===== src/rtl/simple_frequency_generator_pkg.sv =====
// Shared types and width helpers for the simple frequency generator.
// The half-period width is sized to hold CLK_FREQ/2, the largest possible HALF.
package simple_frequency_generator_pkg;

  typedef enum logic [1:0] {
    IDLE,
    DIVIDE,
    APPLY
  } state_e;

  function automatic int half_width(input int clk_freq);
    return $clog2(clk_freq / 2 + 1);
  endfunction

endpackage


===== src/rtl/seq_divider.sv =====
// Restoring divider: one quotient bit per cycle, DIVIDEND_W cycles per division.
// done is high during the final step, so quotient is valid from the following cycle.
module seq_divider #(
  parameter int DIVIDEND_W = 9,
  parameter int DIVISOR_W  = 20
) (
  input  logic                  clk,
  input  logic                  rst,
  input  logic                  start,
  input  logic [DIVIDEND_W-1:0] dividend,
  input  logic [DIVISOR_W-1:0]  divisor,
  output logic [DIVIDEND_W-1:0] quotient,
  output logic                  done
);

  localparam int CW = $clog2(DIVIDEND_W + 1);

  logic [DIVISOR_W-1:0] rem_q;
  logic [DIVISOR_W-1:0] den_q;
  logic [CW-1:0]        step_q;
  logic                 running_q;
  logic [DIVISOR_W:0]   rem_shift;
  logic [DIVISOR_W:0]   rem_diff;

  // The quotient register doubles as the dividend shift register.
  always_comb begin
    rem_shift = {rem_q, quotient[DIVIDEND_W-1]};
    rem_diff  = rem_shift - {1'b0, den_q};
  end

  assign done = running_q && (step_q == '0);

  // NOTE: every register, including the datapath, is reset so an aborted
  // division leaves nothing behind for the next start.
  always_ff @(posedge clk or negedge rst) begin
    if (!rst) begin
      quotient  <= '0;
      rem_q     <= '0;
      den_q     <= '0;
      step_q    <= '0;
      running_q <= 1'b0;
    end else if (start) begin
      quotient  <= dividend;
      rem_q     <= '0;
      den_q     <= divisor;
      step_q    <= CW'(DIVIDEND_W - 1);
      running_q <= 1'b1;
    end else if (running_q) begin
      // A clear sign bit means the trial subtraction fits: keep it, shift in a 1.
      if (!rem_diff[DIVISOR_W]) begin
        rem_q    <= rem_diff[DIVISOR_W-1:0];
        quotient <= (quotient << 1) | DIVIDEND_W'(1);
      end else begin
        rem_q    <= rem_shift[DIVISOR_W-1:0];
        quotient <= quotient << 1;
      end
      step_q <= step_q - CW'(1);
      if (step_q == '0) running_q <= 1'b0;
    end
  end

endmodule


===== src/rtl/simple_frequency_generator.sv =====
// Square-wave generator: a load computes HALF = CLK_FREQ/(2*freq) with a sequential
// divider while the old waveform keeps running, then swaps it in without a glitch.
module simple_frequency_generator
  import simple_frequency_generator_pkg::*;
#(
  parameter int CLK_FREQ = 50_000_000,
  parameter int BIT_SIZE = 20
) (
  input  logic                clk,
  input  logic                rst,
  input  logic [BIT_SIZE-1:0] freq_set,
  input  logic                load,
  output logic                busy,
  output logic [BIT_SIZE-1:0] freq_active,
  output logic                signal_out
);

  localparam int              HW            = half_width(CLK_FREQ);
  localparam logic [HW-1:0]   HALF_DIVIDEND = HW'(CLK_FREQ / 2);

  state_e              state_q, state_d;
  logic                div_start;
  logic                div_done;
  logic                apply;
  logic [BIT_SIZE-1:0] freq_q;
  logic [HW-1:0]       quotient;
  logic [HW-1:0]       half_q;
  logic [HW-1:0]       count_q;

  seq_divider #(
    .DIVIDEND_W(HW),
    .DIVISOR_W (BIT_SIZE)
  ) u_divider (
    .clk     (clk),
    .rst     (rst),
    .start   (div_start),
    .dividend(HALF_DIVIDEND),
    .divisor (freq_set),
    .quotient(quotient),
    .done    (div_done)
  );

  // NOTE: defaults first so every path assigns every output and no latch is inferred.
  always_comb begin
    state_d   = state_q;
    div_start = 1'b0;
    apply     = 1'b0;
    unique case (state_q)
      IDLE: begin
        if (load) begin
          if (freq_set == '0) begin
            state_d = APPLY;
          end else begin
            state_d   = DIVIDE;
            div_start = 1'b1;
          end
        end
      end
      DIVIDE: if (div_done) state_d = APPLY;
      APPLY: begin
        apply   = 1'b1;
        state_d = IDLE;
      end
      default: state_d = IDLE;
    endcase
  end

  // NOTE: sequential state uses non-blocking assignments so all registers update together.
  always_ff @(posedge clk or negedge rst) begin
    if (!rst) begin
      state_q <= IDLE;
      busy    <= 1'b0;
      freq_q  <= '0;
    end else begin
      state_q <= state_d;
      busy    <= (state_d != IDLE);
      if (state_q == IDLE && load) freq_q <= freq_set;
    end
  end

  always_ff @(posedge clk or negedge rst) begin
    if (!rst) begin
      freq_active <= '0;
      half_q      <= HW'(1);
      count_q     <= '0;
      signal_out  <= 1'b0;
    end else if (apply) begin
      // The level is kept across the swap; only a zero setting forces it low.
      freq_active <= freq_q;
      half_q      <= (freq_q == '0 || quotient == '0) ? HW'(1) : quotient;
      count_q     <= '0;
      if (freq_q == '0) signal_out <= 1'b0;
    end else if (freq_active == '0) begin
      count_q    <= '0;
      signal_out <= 1'b0;
    end else if (count_q == half_q - HW'(1)) begin
      count_q    <= '0;
      signal_out <= ~signal_out;
    end else begin
      count_q <= count_q + HW'(1);
    end
  end

endmodule


===== config.mk =====
export PLATFORM = sky130hd
export DESIGN_NAME = simple_frequency_generator
export DESIGN_NICKNAME = d
export VERILOG_FILES = /design/src/rtl/simple_frequency_generator_pkg.sv /design/src/rtl/seq_divider.sv /design/src/rtl/simple_frequency_generator.sv
export SDC_FILE = /design/constraint.sdc
export NUM_CORES = 1
export LEC_CHECK = 0
export ABC_AREA = 1
export BUFFER_PORTS_ARGS = -buffer_cell sky130_fd_sc_hd__clkbuf_2
export CAP_MARGIN = 5
export CORE_ASPECT_RATIO = 1.5
export CORE_UTILIZATION = 55
export DETAILED_ROUTE_END_ITERATION = 8
export GPL_TIMING_DRIVEN = 0
export PLACE_DENSITY_LB_ADDON = 0.12
export SYNTH_ARGS = -nofsm -noshare
export SYNTH_HDL_FRONTEND = slang
export SYNTH_HIERARCHICAL = 1
export SYNTH_SLANG_ARGS = --single-unit

===== constraint.sdc =====
create_clock -name clk -period 2.2 [get_ports clk]
set_clock_uncertainty 0.15 [all_clocks]
set_input_delay 0.11 -clock clk [delete_from_list [all_inputs] [get_ports clk]]
set_output_delay 0.11 -clock clk [all_outputs]
set_load 0.05 [all_outputs]

* Word-level counts from Yosys, hierarchy flattened
Index checks and enable logic that the tools add are counted.
Word-level totals: register bits after elaboration 165, input bits 23, output and inout bits 22, logic and storage cells 61
Operators by class: $add $sub $neg 4, equality and inequality tests 4, muxes and demuxes 27, bitwise gates (word level) 1, reductions and logical operators 13
Operators by type and width (count):
- $mux W25 | 6
- $logic_not A20 Y1 | 3
- $mux W20 | 3
- $add A25 B1 Y25 const B | 1
- $eq A25 B25 Y1 | 1
- $logic_not A25 Y1 | 1
- $sub A25 B1 Y25 const B | 1
- $sub A21 B20 Y21 | 1
- $mux W1 | 12
- $mux W5 | 2
- $mux W2 | 3
- $logic_not A5 Y1 | 1
- $sub A5 B1 Y5 const B | 1
- $pmux W2 S2 | 1
- $reduce_bool A2 Y1 | 2
- $reduce_bool A3 Y1 | 1
- $eq A2 B1 Y1 const B | 1
- $eq A2 B2 Y1 const B | 1
- $logic_and A1 B1 Y1 | 2
- $logic_not A2 Y1 | 1
- $ne A2 B1 Y1 const B | 1
- $reduce_and A2 Y1 | 1
- $logic_or A1 B1 Y1 | 1
- $not A1 Y1 | 1

* Logic depth before layout (Yosys ltp)
word-level depth 5, depth in mapped cells 16, depth with buffers taken out 16

* Modules after synthesis
The synthesis kept the hierarchy.
Modules (own cells, without submodules):
- simple_frequency_generator | instances 1, cells each 678, area an instance 5134.9 um^2
- seq_divider | instances 1, cells each 645, area an instance 4548.1 um^2

* Least setup slack after synthesis
OpenSTA, ideal clock, no wires.
path kind reg-to-reg, from reg u_divider.quotient[24], to reg u_divider.rem_q[10], arrival time 1.943 ns, required time 1.933 ns, slack -0.010 ns, stages on the path, launching flop included 15, clock period less this slack 2.210 ns, cell sequence dfrtp_1 > inv_1 > ha_1 > fa_1 > inv_1 > nand3_1 > nand3_1 > nand3b_4 > nand3_2 > nand2_2 > nand2_4 > buf_6 > nand2_1 > nand3_1 > nand2_1
On the way: word-level cells in the longest chain between the ends 4
RTL lines:
- start: declaration | line seq_divider.sv:12 | output logic [DIVIDEND_W-1:0] quotient,
- start signal: assignment | line seq_divider.sv:43 | quotient <= dividend;
- start signal: assignment | line seq_divider.sv:52 | quotient <= (quotient << 1) | DIVIDEND_W'(1);
- start signal: assignment | line seq_divider.sv:55 | quotient <= quotient << 1;
- $sub A21 B20 Y21 | line seq_divider.sv:28 | rem_diff = rem_shift - {1'b0, den_q};
- $mux W20 | line seq_divider.sv:50 | if (!rem_diff[DIVISOR_W]) begin
- $mux W20 | line seq_divider.sv:48 | end else if (running_q) begin
- $mux W20 | line seq_divider.sv:42 | end else if (start) begin
- end signal: assignment | line seq_divider.sv:51 | rem_q <= rem_diff[DIVISOR_W-1:0];
- end signal: assignment | line seq_divider.sv:54 | rem_q <= rem_shift[DIVISOR_W-1:0];
- end: declaration | line seq_divider.sv:18 | logic [DIVISOR_W-1:0] rem_q;
Every way passes these cells. The select of a mux whose other input is x is not followed. A chain may end at the register's enable or synchronous reset.

* Worst setup path in the final report
from reg u_divider.quotient[24], to reg u_divider.rem_q[14]
The elaborated chain is that of the path after synthesis.

==> results.txt <==
- Total count of max-transition violations in the final report: 0
* Crit Path Category: flip-flop to flip-flop
- Via count of the first global-routing pass: 9290
- Vertical extent of the die: 164.5 um
- The congestion estimate from routability-driven global placement came to 1.041.
- Count of boundary I/O pins: 45
* Number of nets with antenna violations after routing: 0
- Clock Path Buffers: 2
- The die covers 0.01815 mm^2.
- Critical Path RT: 2430 ps
- Post-Route Hold Slack: 93.97 ps
- For this run, design rule violations remaining after detail routing come to 2.
- After detailed routing, the total wire length is 29.57 mm.
- Cell type of the slowest stage on the worst timing path: fa_2
* Failing checks: design-rule violations, negative setup slack
* XOR/XNOR Fraction of Synth Area: 4.342%
- Via-per-instance ratio: 5.432
- Synthesis produced 1323 cells.
- After Yosys synthesis, full adders, half adders and majority gates account for 3.308% of the synthesized area.
- STA classifies the critical path startpoint as a flip-flop.
- Fmax: 0.4062 GHz
* Total CTS buffers: 17
- Layout Nets: 1544
- The hold violation count in the final report came to 0.
- Worst R2R Path Depth: 14
- Total number of cells along the worst setup path: 14
* GR Overflow Total: 0
- Summed over all nets, the half-perimeter wirelength after detailed placement is 20.35 mm.
- Final cycle utilization of the critical path: 111.9%
- After the first detailed-routing iteration, the DRC count stood at 582.
* Combinational family with the most area after synthesis: simple AND/OR/NAND/NOR gates
- The number of antenna diodes in the final layout is 0.
- Worst Max-Slew Pin Slew: 803.0 ps
* Setup total negative slack: -9073 ps
- Count of cell types in the netlist: 46
* Number of max-cap violations: 0
- Final design instance area without fill: 0.01261 mm^2
- Row generation in the floorplan step produced 59 rows.
- Per-instance average area after synthesis: 7.319 um^2
- Entering global routing, the biggest net connects 99 pins.
- Headroom to the max-slew limit came out at 45.98%.
- TritonCTS built the clock tree.
- Count of vias placed by the detailed router: 9354
- Of the total synthesized cell area, the portion taken by AND, OR, NAND and NOR gates is 30.79%.
* Detail-routed net length per standard cell: 17.17 um
- For this run, the total global-route usage over all layers was measured as 34.60%.
- Initial core utilization: 56.06%
- Setup repair after global routing could not meet its margin everywhere.
- The clock tree synthesis step divided the H-tree into 4 levels.
- In this design, the largest share of critical-path delay is due to simple AND/OR/NAND/NOR gates.
* Worst setup margin: -261.8 ps
- The first global-routing pass estimated 46.17 mm of wire.
- The smallest clock period supported by the final layout is computed as 2462 ps.
- The worst setup path is captured at a flip-flop.
* Compound-cell area share of the yosys netlist: 8.774%
- Maximum fanout count along the critical path: 5
* Die Wd: 110.3 um
- Floorplan Core Area: 0.01727 mm^2
- Synthesis warning total: 6
* Fraction of synthesized area in multiplexers: 0%
- The first detailed-routing pass ran for 7 iterations.
* Finished Layout Cells: 1722
* Status: finished with violations
* Antenna violations before repair: 0
* Cell chain of the critical path: inv_2 > ha_4 > fa_2 > inv_2 > nand3_4 > nand3_4 > nand3b_4 > nand4_1 > nand2_4 > buf_12 > buf_12 > nand2_4 > nand3_2 > nand2_1
- Area of the mapped netlist: 0.009683 mm^2
- At the later pin of the worst-skew pair, clock insertion delay measures 440 ps.
* Clock net sink count: 165
- Worst Hold Class: input port to flip-flop
- Sequential element share of the synthesized area: 42.65%
- Counting tap cells, the placed design contains a total of 1604 instances.
* Proportion of register bits with asynchronous set or reset after synthesis: 100.0%
* Flip-flop and latch count after synthesis: 165
- Port buffering added 44 buffers.
- Clock-pin slew was measured on the worst setup and hold paths at 70 ps.
- Proportion of layout cells with a drive suffix above 1: 22.53%
* Most common flop cell mapped by yosys: dfrtp_1
- From synthesis to final layout, the design area changed by 30.26%.
- Arrival time at the worst endpoint: 2690 ps
* Root buffer selected by CTS: clkbuf_16
- Cell Area, Placed: 0.01030 mm^2
- The critical path contains buffers and inverters numbering 4 combined.
- On the worst path, the slowest cell contributes a delay of 390 ps.
- The worst hold path passes through 5 cells.
* Number of synthesized flops with an enable pin: 0
- Setup violations remaining at the end of the flow were counted as 46.
[layout by cell type (no fill, tap or decap), types with 6 or more instances in the layout]
| cell type | count |
|---|---|
| ha_1 | 7 |
| inv_2 | 14 |
| clkbuf_16 | 19 |
| dfrtp_2 | 7 |
| o22ai_1 | 8 |
| nor3_2 | 8 |
| ha_4 | 17 |
| nor2_1 | 66 |
| buf_6 | 7 |
| nand4_1 | 25 |
| inv_1 | 203 |
| o21ai_0 | 80 |
| nand2_4 | 18 |
| o221ai_1 | 23 |
| buf_4 | 48 |
| dfrtp_1 | 157 |
| nor3_1 | 11 |
| nor4_1 | 19 |
| nand3b_1 | 7 |
| clkbuf_1 | 9 |
| dlygate4sd3_1 | 26 |
| xnor2_1 | 22 |
| nand2_1 | 382 |
| xor2_1 | 23 |
| nand2_2 | 28 |
| nand3_2 | 19 |
| nor2_2 | 32 |
| clkbuf_4 | 6 |
| nor2_4 | 20 |
| nand3_1 | 43 |
| a21oi_1 | 16 |
| conb_1 | 25 |
| clkbuf_2 | 50 |
[stage by stage]
step	util, %	worst slack, ps
3_5_place_dp	59.61	-690.0
6_report	73.02	-261.8
5_1_grt	73.02	-434.3
3_3_place_gp	59.40	-2088
2_1_floorplan	-	10.45
4_1_cts	70.52	-113.0
[tightest hold or removal path: stages]
cell and delay [ps]:
clkbuf_2 130, nor4_1 70, nand2_1 110, inv_1 90
o22ai_1 110
[metal layers]
metal | wire length (um) | track usage, %
met5 | 0 | 0
met4 | 2390 | 25.66
met3 | 1237 | 6.354
met2 | 15840 | 62.14
met1 | 10100 | 34.75
[layout make-up]
| cell class | count | area [um^2] |
|---|---|---|
| repair buffers | 130 | 1062 |
| clock inverters | 12 | 166.4 |
| well taps | 213 | 266.5 |
| fillers | 1391 | 4661 |
| multi-input cells | 934 | 5488 |
| plain buffers | 31 | 220.2 |
| clock buffers | 20 | 456.7 |
| inverters | 217 | 814.5 |
| flip-flops and latches | 165 | 4139 |
[state kept, by name (all words and copies together) (netlist names)]
| register | flops |
|---|---|
| freq_q | 20 |
| u_divider/step_q | 5 |
| u_divider/rem_q | 20 |
| u_divider/den_q | 20 |
| signal_out | 1 |
| u_divider/quotient | 25 |
| count_q | 25 |
| state_q | 2 |
| half_q | 25 |
| busy | 1 |
| u_divider/running_q | 1 |
| freq_active | 20 |
[worst paths after layout]
check | slack [ps] | endpoint | startpoint
max | -260 | u_divider/rem_q[14]$_DFFE_PN0P_ | u_divider/quotient[24]$_DFFE_PN0P_
min in group asynchronous | 170 | count_q[21]$_DFF_PN0_ | rst
max reg2reg | -260 | u_divider/rem_q[14]$_DFFE_PN0P_ | u_divider/quotient[24]$_DFFE_PN0P_
min reg2reg | 350 | u_divider/step_q[2]$_DFFE_PN0P_ | u_divider/step_q[2]$_DFFE_PN0P_
max in group asynchronous | 920 | freq_q[16]$_DFFE_PN0P_ | rst
min | 90 | state_q[0]$_DFF_PN0_ | freq_set[7]
[synth_stat cells, types with 3 or more instances]
cell | number | area [um^2]
dfrtp_1 | 164 | 4104
nand3_2 | 3 | 30.03
o22ai_1 | 8 | 50.05
nor3_1 | 17 | 85.08
ha_1 | 24 | 300.3
nor4_1 | 19 | 118.9
clkbuf_1 | 23 | 86.33
nand3_1 | 63 | 315.3
buf_1 | 3 | 11.26
xor2_1 | 25 | 219.0
nand4_1 | 25 | 156.4
nor2_2 | 9 | 56.30
o21bai_1 | 4 | 30.03
o21ai_0 | 82 | 410.4
nand2_4 | 3 | 33.78
o221ai_1 | 23 | 201.4
a21oi_1 | 17 | 85.08
nor2_1 | 106 | 397.9
nand2_1 | 421 | 1580
nand2_2 | 6 | 37.54
xnor2_1 | 23 | 201.4
inv_1 | 214 | 803.3
buf_6 | 5 | 56.30
nand3b_1 | 7 | 52.55
[cell families after synthesis]
| logic type | after synthesis |
|---|---|
| AOI/OAI and AO/OA | 144 |
| xor gates and xnor gates | 48 |
| adders and majority gates | 25 |
| buffers and inverters | 249 |
| DFF | 165 |
| other | 2 |
| and+or+nand+nor | 690 |
[timing repair]
| item | in CTS | in global routing |
|---|---|---|
| gates cloned | 4 | 2 |
| pin swaps | 23 | 50 |
| buffers inserted | 42 | 15 |
| endpoints found under the hold margin | 138 | 0 |
| setup endpoints to repair | 107 | 116 |
| hold buffers | 26 | 0 |
| resized for setup | 139 | 103 |
Power is not shown: default switching activity piles up to over one toggle a cycle in this logic, so the estimate is an artifact.
